### src/rtl/game_flow_ctl.sv
// game_flow_ctl
//   Match sequencer for the pong-style game in the 65 MHz VGA domain.
//   Chooses which screen is drawn (idle menu, single-player or multi-player).
//   Holds the ball before each serve and pauses it after each point.
//   Keeps one score per player and declares a winner at WIN_SCORE.
//
// Ports
//   clk65MHz      pixel clock, the only clock
//   rst           asynchronous reset, active low
//   frame_tick    one-cycle pulse per frame
//   mode_sel      0 idle, 1 single, 2 multi, 3 treated as idle
//   start         switch level; a rising edge starts a match or acknowledges game over
//   point_valid   one-cycle pulse: point_player has scored
//   point_player  index of the scoring player
//   screen_idle / screen_single / screen_multi   one-hot screen select
//   ball_enable   ball may move (PLAY only)
//   serve_player  player who serves next
//   score         packed scores, player i at [i*SCORE_W +: SCORE_W]
//   game_over     match finished; winner is valid while this is high
//   winner        index of the winning player
//   state_dbg     state encoding: IDLE 0, SERVE 1, PLAY 2, POINT 3, OVER 4
module game_flow_ctl #(
    parameter int NUM_PLAYERS  = 2,
    parameter int SCORE_W      = 4,
    parameter int WIN_SCORE    = 11,
    parameter int SERVE_FRAMES = 60,
    parameter int POINT_FRAMES = 90,
    localparam int PW          = $clog2(NUM_PLAYERS)
) (
    input  logic                           clk65MHz,
    input  logic                           rst,
    input  logic                           frame_tick,
    input  logic [1:0]                     mode_sel,
    input  logic                           start,
    input  logic                           point_valid,
    input  logic [PW-1:0]                  point_player,
    output logic                           screen_idle,
    output logic                           screen_single,
    output logic                           screen_multi,
    output logic                           ball_enable,
    output logic [PW-1:0]                  serve_player,
    output logic [NUM_PLAYERS*SCORE_W-1:0] score,
    output logic                           game_over,
    output logic [PW-1:0]                  winner,
    output logic [2:0]                     state_dbg
);

    localparam int CNT_MAX = (SERVE_FRAMES > POINT_FRAMES) ? SERVE_FRAMES : POINT_FRAMES;
    localparam int CNT_W   = $clog2(CNT_MAX + 1);

    typedef enum logic [2:0] {
        S_IDLE  = 3'd0,
        S_SERVE = 3'd1,
        S_PLAY  = 3'd2,
        S_POINT = 3'd3,
        S_OVER  = 3'd4
    } state_t;

    state_t             state, state_nxt;
    logic [1:0]         mode_q, mode_nxt;
    logic [CNT_W-1:0]   frame_cnt, cnt_nxt;
    logic [SCORE_W-1:0] score_r   [NUM_PLAYERS];
    logic [SCORE_W-1:0] score_nxt [NUM_PLAYERS];
    logic [SCORE_W-1:0] new_score;
    logic [PW-1:0]      serve_nxt, winner_nxt;
    logic               start_q, armed;
    logic               start_edge, mode_ok, player_ok;

    // armed stays low until start has been seen low once after reset, so a
    // switch already up when reset releases never counts as a start.
    assign start_edge = start & ~start_q & armed;
    assign mode_ok    = (mode_sel == 2'd1) || (mode_sel == 2'd2);
    assign player_ok  = {1'b0, point_player} < (PW+1)'(NUM_PLAYERS);
    assign new_score  = score_r[point_player] + SCORE_W'(1);

    always_comb begin
        state_nxt  = state;
        mode_nxt   = mode_q;
        cnt_nxt    = frame_cnt;
        score_nxt  = score_r;
        serve_nxt  = serve_player;
        winner_nxt = winner;
        case (state)
            S_IDLE: begin
                if (start_edge && mode_ok) begin
                    state_nxt  = S_SERVE;
                    mode_nxt   = mode_sel;
                    cnt_nxt    = '0;
                    serve_nxt  = '0;
                    winner_nxt = '0;
                    for (int i = 0; i < NUM_PLAYERS; i++) score_nxt[i] = '0;
                end
            end
            S_SERVE: begin
                if (!mode_ok) begin
                    state_nxt = S_IDLE;
                    cnt_nxt   = '0;
                end else if (frame_tick) begin
                    if (frame_cnt == CNT_W'(SERVE_FRAMES - 1)) begin
                        state_nxt = S_PLAY;
                        cnt_nxt   = '0;
                    end else begin
                        cnt_nxt = frame_cnt + CNT_W'(1);
                    end
                end
            end
            S_PLAY: begin
                // Abort wins over a coincident point; the counter is not
                // touched by frame_tick here, so a tick arriving with the
                // point is never counted in POINT.
                if (!mode_ok) begin
                    state_nxt = S_IDLE;
                    cnt_nxt   = '0;
                end else if (point_valid && player_ok &&
                             score_r[point_player] != SCORE_W'(WIN_SCORE)) begin
                    score_nxt[point_player] = new_score;
                    serve_nxt = (point_player == PW'(NUM_PLAYERS - 1)) ? '0
                                                                        : point_player + PW'(1);
                    cnt_nxt   = '0;
                    if (new_score == SCORE_W'(WIN_SCORE)) begin
                        state_nxt  = S_OVER;
                        winner_nxt = point_player;
                    end else begin
                        state_nxt = S_POINT;
                    end
                end
            end
            S_POINT: begin
                if (!mode_ok) begin
                    state_nxt = S_IDLE;
                    cnt_nxt   = '0;
                end else if (frame_tick) begin
                    if (frame_cnt == CNT_W'(POINT_FRAMES - 1)) begin
                        state_nxt = S_SERVE;
                        cnt_nxt   = '0;
                    end else begin
                        cnt_nxt = frame_cnt + CNT_W'(1);
                    end
                end
            end
            S_OVER: begin
                if (start_edge) state_nxt = S_IDLE;
            end
            default: begin
                state_nxt = S_IDLE;
                cnt_nxt   = '0;
            end
        endcase
    end

    // Outputs are decoded from the next state so they are true registers
    // that move in the same cycle as the state itself.
    always_ff @(posedge clk65MHz or negedge rst) begin
        if (!rst) begin
            state         <= S_IDLE;
            mode_q        <= 2'd0;
            frame_cnt     <= '0;
            start_q       <= 1'b0;
            armed         <= 1'b0;
            serve_player  <= '0;
            winner        <= '0;
            screen_idle   <= 1'b1;
            screen_single <= 1'b0;
            screen_multi  <= 1'b0;
            ball_enable   <= 1'b0;
            game_over     <= 1'b0;
            state_dbg     <= 3'd0;
            for (int i = 0; i < NUM_PLAYERS; i++) score_r[i] <= '0;
        end else begin
            state         <= state_nxt;
            mode_q        <= mode_nxt;
            frame_cnt     <= cnt_nxt;
            start_q       <= start;
            armed         <= armed | ~start;
            serve_player  <= serve_nxt;
            winner        <= winner_nxt;
            screen_idle   <= (state_nxt == S_IDLE) || (state_nxt == S_OVER);
            screen_single <= (state_nxt != S_IDLE) && (state_nxt != S_OVER) && (mode_nxt == 2'd1);
            screen_multi  <= (state_nxt != S_IDLE) && (state_nxt != S_OVER) && (mode_nxt == 2'd2);
            ball_enable   <= (state_nxt == S_PLAY);
            game_over     <= (state_nxt == S_OVER);
            state_dbg     <= state_nxt;
            for (int i = 0; i < NUM_PLAYERS; i++) score_r[i] <= score_nxt[i];
        end
    end

    for (genvar g = 0; g < NUM_PLAYERS; g++) begin : g_score
        assign score[g*SCORE_W +: SCORE_W] = score_r[g];
    end

endmodule

### config.mk
export PLATFORM = sky130hd
export DESIGN_NAME = game_flow_ctl
export DESIGN_NICKNAME = d
export VERILOG_FILES = /design/src/rtl/game_flow_ctl.sv
export SDC_FILE = /design/constraint.sdc
export NUM_CORES = 1
export LEC_CHECK = 0
export BUFFER_PORTS_ARGS = -buffer_cell sky130_fd_sc_hd__buf_4
export CORE_UTILIZATION = 55
export DETAILED_ROUTE_END_ITERATION = 10
export PLACE_DENSITY = 0.82
export SETUP_SLACK_MARGIN = 0.3
export SLEW_MARGIN = 40
export SYNTH_ARGS = -nofsm -noshare
export SYNTH_HDL_FRONTEND = slang
export SYNTH_SLANG_ARGS = --single-unit
### constraint.sdc
create_clock -name clk65MHz -period 3.3 [get_ports clk65MHz]
set_input_delay 0.66 -clock clk65MHz [delete_from_list [all_inputs] [get_ports clk65MHz]]
set_output_delay 0.66 -clock clk65MHz [all_outputs]
set_load 0.005 [all_outputs]
== Yosys cells after proc, flatten, opt, wreduce, memory -nomap -nowiden ==
Cells that the tools add are included.
Storage, ports and cells
  bits of input ports: 8
  register bits after elaboration: 29
  word-level logic and storage cells: 106
  output and inout bits: 18
Operators by class
  equal/unequal tests: 22
  reduce and logical (&&, ||, !) cells: 15
  bitwise operators: 7
  multiplexer cells: 43
  $lt $le $gt $ge: 2
  add/subtract/negate cells: 3
Operators by type and width (number)
  7-bit two-way mux: 9
  7-bit one-hot mux with 5 select lines: 1
  3-bit two-way mux: 11
  8-bit two-way mux: 3
  4-bit two-way mux: 4
  8-bit one-hot mux with 2 select lines: 1
  3-bit one-hot mux with 5 select lines: 1
  3-bit inequality test (second input constant): 4
  5-bit AND reduction: 2
  3-bit by 2-bit equality test with 1-bit output (second input constant): 3
  8-bit bitwise mux: 1
  2-bit inequality test (second input constant): 4
  7-bit by 1-bit adder with 7-bit output (second input constant): 1
  7-bit by 6-bit equality test with 1-bit output (second input constant): 1
  7-bit equality test (second input constant): 1
  1-bit two-way mux: 7
  3-bit equality test (second input constant): 2
  1-bit logical AND: 6
  3-bit zero test: 2
  4-bit by 1-bit adder with 4-bit output (second input constant): 1
  4-bit demux with 1-bit select: 1
  2-bit by 1-bit equality test with 1-bit output (second input constant): 2
  2-bit equality test (second input constant): 2
  4-bit equality test (second input constant): 1
  15 further kinds: 21

== Depth between registers and ports, before layout ==
  depth after elaboration: 13
  gate-level depth with buffers: 10
  gate-level depth less buffers: 9

== Worst setup path before layout ==
No wires, ideal clock.
  path type: input port to flip-flop
  from: input port point_player
  to: register score_r (netlist bit score[0])
  data arrival time: 2.848 ns
  data required time: 3.175 ns
  slack: 0.327 ns
  stages on the path: 8
  library setup time: 0.125 ns
  path buffers: 1
  cell sequence: clkbuf_1 -> mux2_2 -> ha_1 -> and4b_1 -> nor3_1 -> o22ai_1 -> nand2b_1 -> mux2_2
On the way
  word-level cells in the longest chain between the ends: 9
  elaborated cells on any way between the ends: 18
  those cells by class: add/sub (1); order compare (2); eq/ne (2); mux (9); bitwise (1); reduce/logical (3)
RTL lines
  from (decl): line 36  | input logic [PW-1:0] point_player,
  1-bit NOT with 2-bit output (implied by the code) (*): line 74, 115, 116
  4-bit two-way mux (implied by the code), or another cell as far along: line 74, 115
  4-bit two-way mux (implied by the code) or 1-bit logical AND (tied branches): line 74, 115, 116
  4-bit two-way mux, on equally long branches: line 74, 115, 116
  4-bit by 1-bit adder with 4-bit output or 4-bit demux with 1-bit select (tied branches): line 74, 116
  8-bit bitwise mux: line 116  | score_nxt[point_player] = new_score;
  8-bit two-way mux: line 114  | end else if (point_valid && player_ok &&
  8-bit two-way mux: line 111  | if (!mode_ok) begin
  8-bit one-hot mux with 2 select lines: line 83  | case (state)
  to (decl): line 62  | logic [SCORE_W-1:0] score_r [NUM_PLAYERS];
Every way passes the cells marked *; elsewhere a longest branch is shown, timed or not. The select of a mux whose other input is x is not followed.
A chain may end at the register's enable or synchronous reset.

== Worst setup path after layout ==
Same ends and word-level chain as after synthesis.

==> impl_metrics.toml <==
[outcome]
status = "completed"

[final_layout]
drive_gt1_share_pct = 25.6
mostFrequentLayoutCell = "dfrtp_1"
nNetsFinal = 206
antenna_cells = 0
area_delta_synth_final_pct = 18.4
layout.cells.non_filler = 226
final_cell_mix = "dfrtp_1 (28), buf_4 (26), o21ai_0 (15)"
fin_area_um2 = 1910

[logic_synthesis]
synth_edf_count = 0
synthXorXnorAreaFrac_pct = 1.01
syn_area_per_cell_um2 = 9.70
synthMuxAreaShare_pct = 3.89
synth_compound_area_share_pct = 19.8
synthArstFlopShare_pct = 100
synth_seq_cells = 29
yosys.area.top_type = "dfrtp_1"
synth_area_leaders = "dfrtp_1 (44%), o21ai_0 (4.7%), a21oi_1 (3.1%), ha_1 (3.1%), inv_1 (2.6%)"
synth-adder-area-share_pct = 3.11
synth_cell_types = 46
yosys_warnings = 0
synth_top_area_share_pct = 43.5
syn_nets = 178
synth-seq-area-share_pct = 45.1
syn_area_um2 = 1610
synth_flop_cell = "dfrtp_1"
synth_simple_gate_area_share_pct = 23.3
synth_top_family_by_area = "simple AND/OR/NAND/NOR gates"
synthCells = 166

[setup_path]
critPathMaxStageDelay_ns = 0.31
required_ns = 3.51
crit_chain = "buf_4, mux2i_1, inv_1, ha_1, and4b_1, nor3_2, o22ai_1, nand2b_1, mux2_2"
cp.arrival_ns = 2.94
cp_slowest_cell = "mux2i_1"
start_kind = "input port"
cp.buffers_inverters = 2
cp-end-kind = "register"
cpLargestDelayFamily = "simple AND/OR/NAND/NOR gates"
crit_fanout = 14
critPathKind = "input port to register"

[placed_design]
dpl.hpwl_um = 2700
portBuffers = 25
place_area_um2 = 1830
place.gp.congestion = 0.934
dp_cells = 218

[detailed_routing]
ant_nets = 0
drc = 0
via_per_inst = 6.21
wl_um = 3660
wl_per_cell_um = 16.2
drtPass1Iterations = 4
drtIter0Drc = 63
vias = 1404

[job]
drv_cap = 0

[clock_tree]
cts_tree = "yes"
clkLatencyLatePin_ns = 0.34
cts_made_buffers = 5
clk_path_buf_depth = 2
htree_levels = 2
cts_setup_buffers = 0
cts_root_buf = "clkbuf_4"
clk_pin_slew_ns = 0.09
clock-sinks = 29

[global_routing]
grt_max_degree = 30
first_global_vias = 1340
grt_pass1_wl_um = 6330
overflow = 0
antenna_found_initial = 0
grtUsageTotal_pct = 26.3

[floorplan]
die_x_um = 56.1
start_util_pct = 58.4
die_h_um = 56.1
rows = 19
dieArea_um2 = 3150
io_pins = 26
core_um2 = 2760

[pwr]
net-switching-power_mw = 0.173
total_power_mw = 0.694
p_comb_share_pct = 10.4
power_frac_seq_pct = 53.8
pwr-share-clk_pct = 35.7
p_per_area_nw_per_um2 = 364
leakage_nw = 0.927
p_sw_share_pct = 24.9
p_int_mw = 0.521
ir_drop_uv = 324

[timing]
min_period_ns = 2.73
period_share_pct = 82.7
final.setup.tns_ns = 0
clock.fmax_mhz = 366
finalSetupViolations = 0
worst_slew_pin_slew_ns = 0.652
relSlewSlack_pct = 56.0
hold_ws_ns = 0.226
finalMaxSlewViolations = 0
rsz0062_at_grt = "false"
clock_skew_ns = 0.0175
hold_viol = 0

[worst_hold_path]
hp-class = "input port to asynchronous set/reset pin"
## final cells by class
| type | instances | area, µm² |
|---|---|---|
| sequential | 29 | 727 |
| clock buffer | 7 | 65.1 |
| inverter | 11 | 41.3 |
| multi-input combinational | 121 | 835 |
| tap | 31 | 38.8 |
| clock inverter | 1 | 5.00 |
| timing repair buffer | 26 | 195 |
| fill | 223 | 851 |
## power groups by stage
stage	Clock [mW]	Combinational (mW)	Sequential (mW)
after floorplan	0	0.0429	0.379
after global placement	0	0.0689	0.380
after detailed placement	0	0.0726	0.381
after CTS	0.252	0.0726	0.374
after global routing	0.267	0.0824	0.376
final	0.248	0.0725	0.374
## synthesized netlist by cell type, drive strengths merged, types with 5 or more instances
| master | count |
|---|---|
| nand2b | 5 |
| nand2 | 11 |
| clkbuf | 5 |
| nor2 | 6 |
| nand3 | 6 |
| inv | 11 |
| dfrtp | 28 |
| a21oi | 10 |
| o21ai | 15 |
## routing by layer
layer  GRT usage, %  share of wire [%]  up-vias
li1               -                  -      673
met1           34.5                 44      677
met2           40.1                 49       41
met3           7.67                4.8       13
met4           12.2                2.6        0
met5              0                  0        -
## state kept, by name, indices dropped and copies added, names as in the netlist, 2 cells and up
signal     cells
state          3
mode_q         2
frame_cnt      7
score          8
## metrics by stage
step                      utilization (%)  setup WS, ns
after floorplan                         -         0.327
after global placement               66.2         0.328
after detailed placement             66.2         0.141
after CTS                            68.7         0.447
after global routing                 69.1         0.373
final                                69.1         0.571
## what timing repair did
action / in CTS / in global routing
hold buffers: 0 / 0
endpoints found under the setup margin: 0 / 11
gates resized for setup: 0 / 1
hold endpoints to repair: 0 / 0
## worst reg2reg max path, delay by kind of cell (launching register included)
kind                     cells  cell delay, ns
AO/OA/AOI/OAI                1            0.47
multiplexers                 2            0.30
flip-flops                   1            0.43
adder cells (fa/ha/maj)      1            0.30
AND/OR/NAND/NOR              3            0.94
buffers and inverters        1            0.11
## path summary, 6_finish.rpt
path	to	depth (start not counted)	from	slack, ns
min in group clk65MHz	start_q$_DFF_PN0_	1	start	0.46
worst max register to register	score[0]$_DFFE_PN0P_	8	score[4]$_DFFE_PN0P_	0.69
worst min-delay path	frame_cnt[5]$_DFFE_PN0P_	1	rst	0.23
worst min register to register	armed$_DFF_PN0_	1	armed$_DFF_PN0_	0.47
worst max-delay path	score[0]$_DFFE_PN0P_	9	point_player	0.57
max in group asynchronous	screen_idle$_DFF_PN1_	1	rst	2.77
## kinds of logic after synthesis
| logic type | count (synthesis) |
|---|---|
| buffers and inverters | 16 |
| AND/OR/NAND/NOR | 62 |
| adder cells (fa/ha/maj) | 4 |
| flip-flops | 29 |
| XOR/XNOR | 1 |
| AO/OA/AOI/OAI | 48 |
| multiplexers | 6 |
Power figures use the tool's default switching activity.
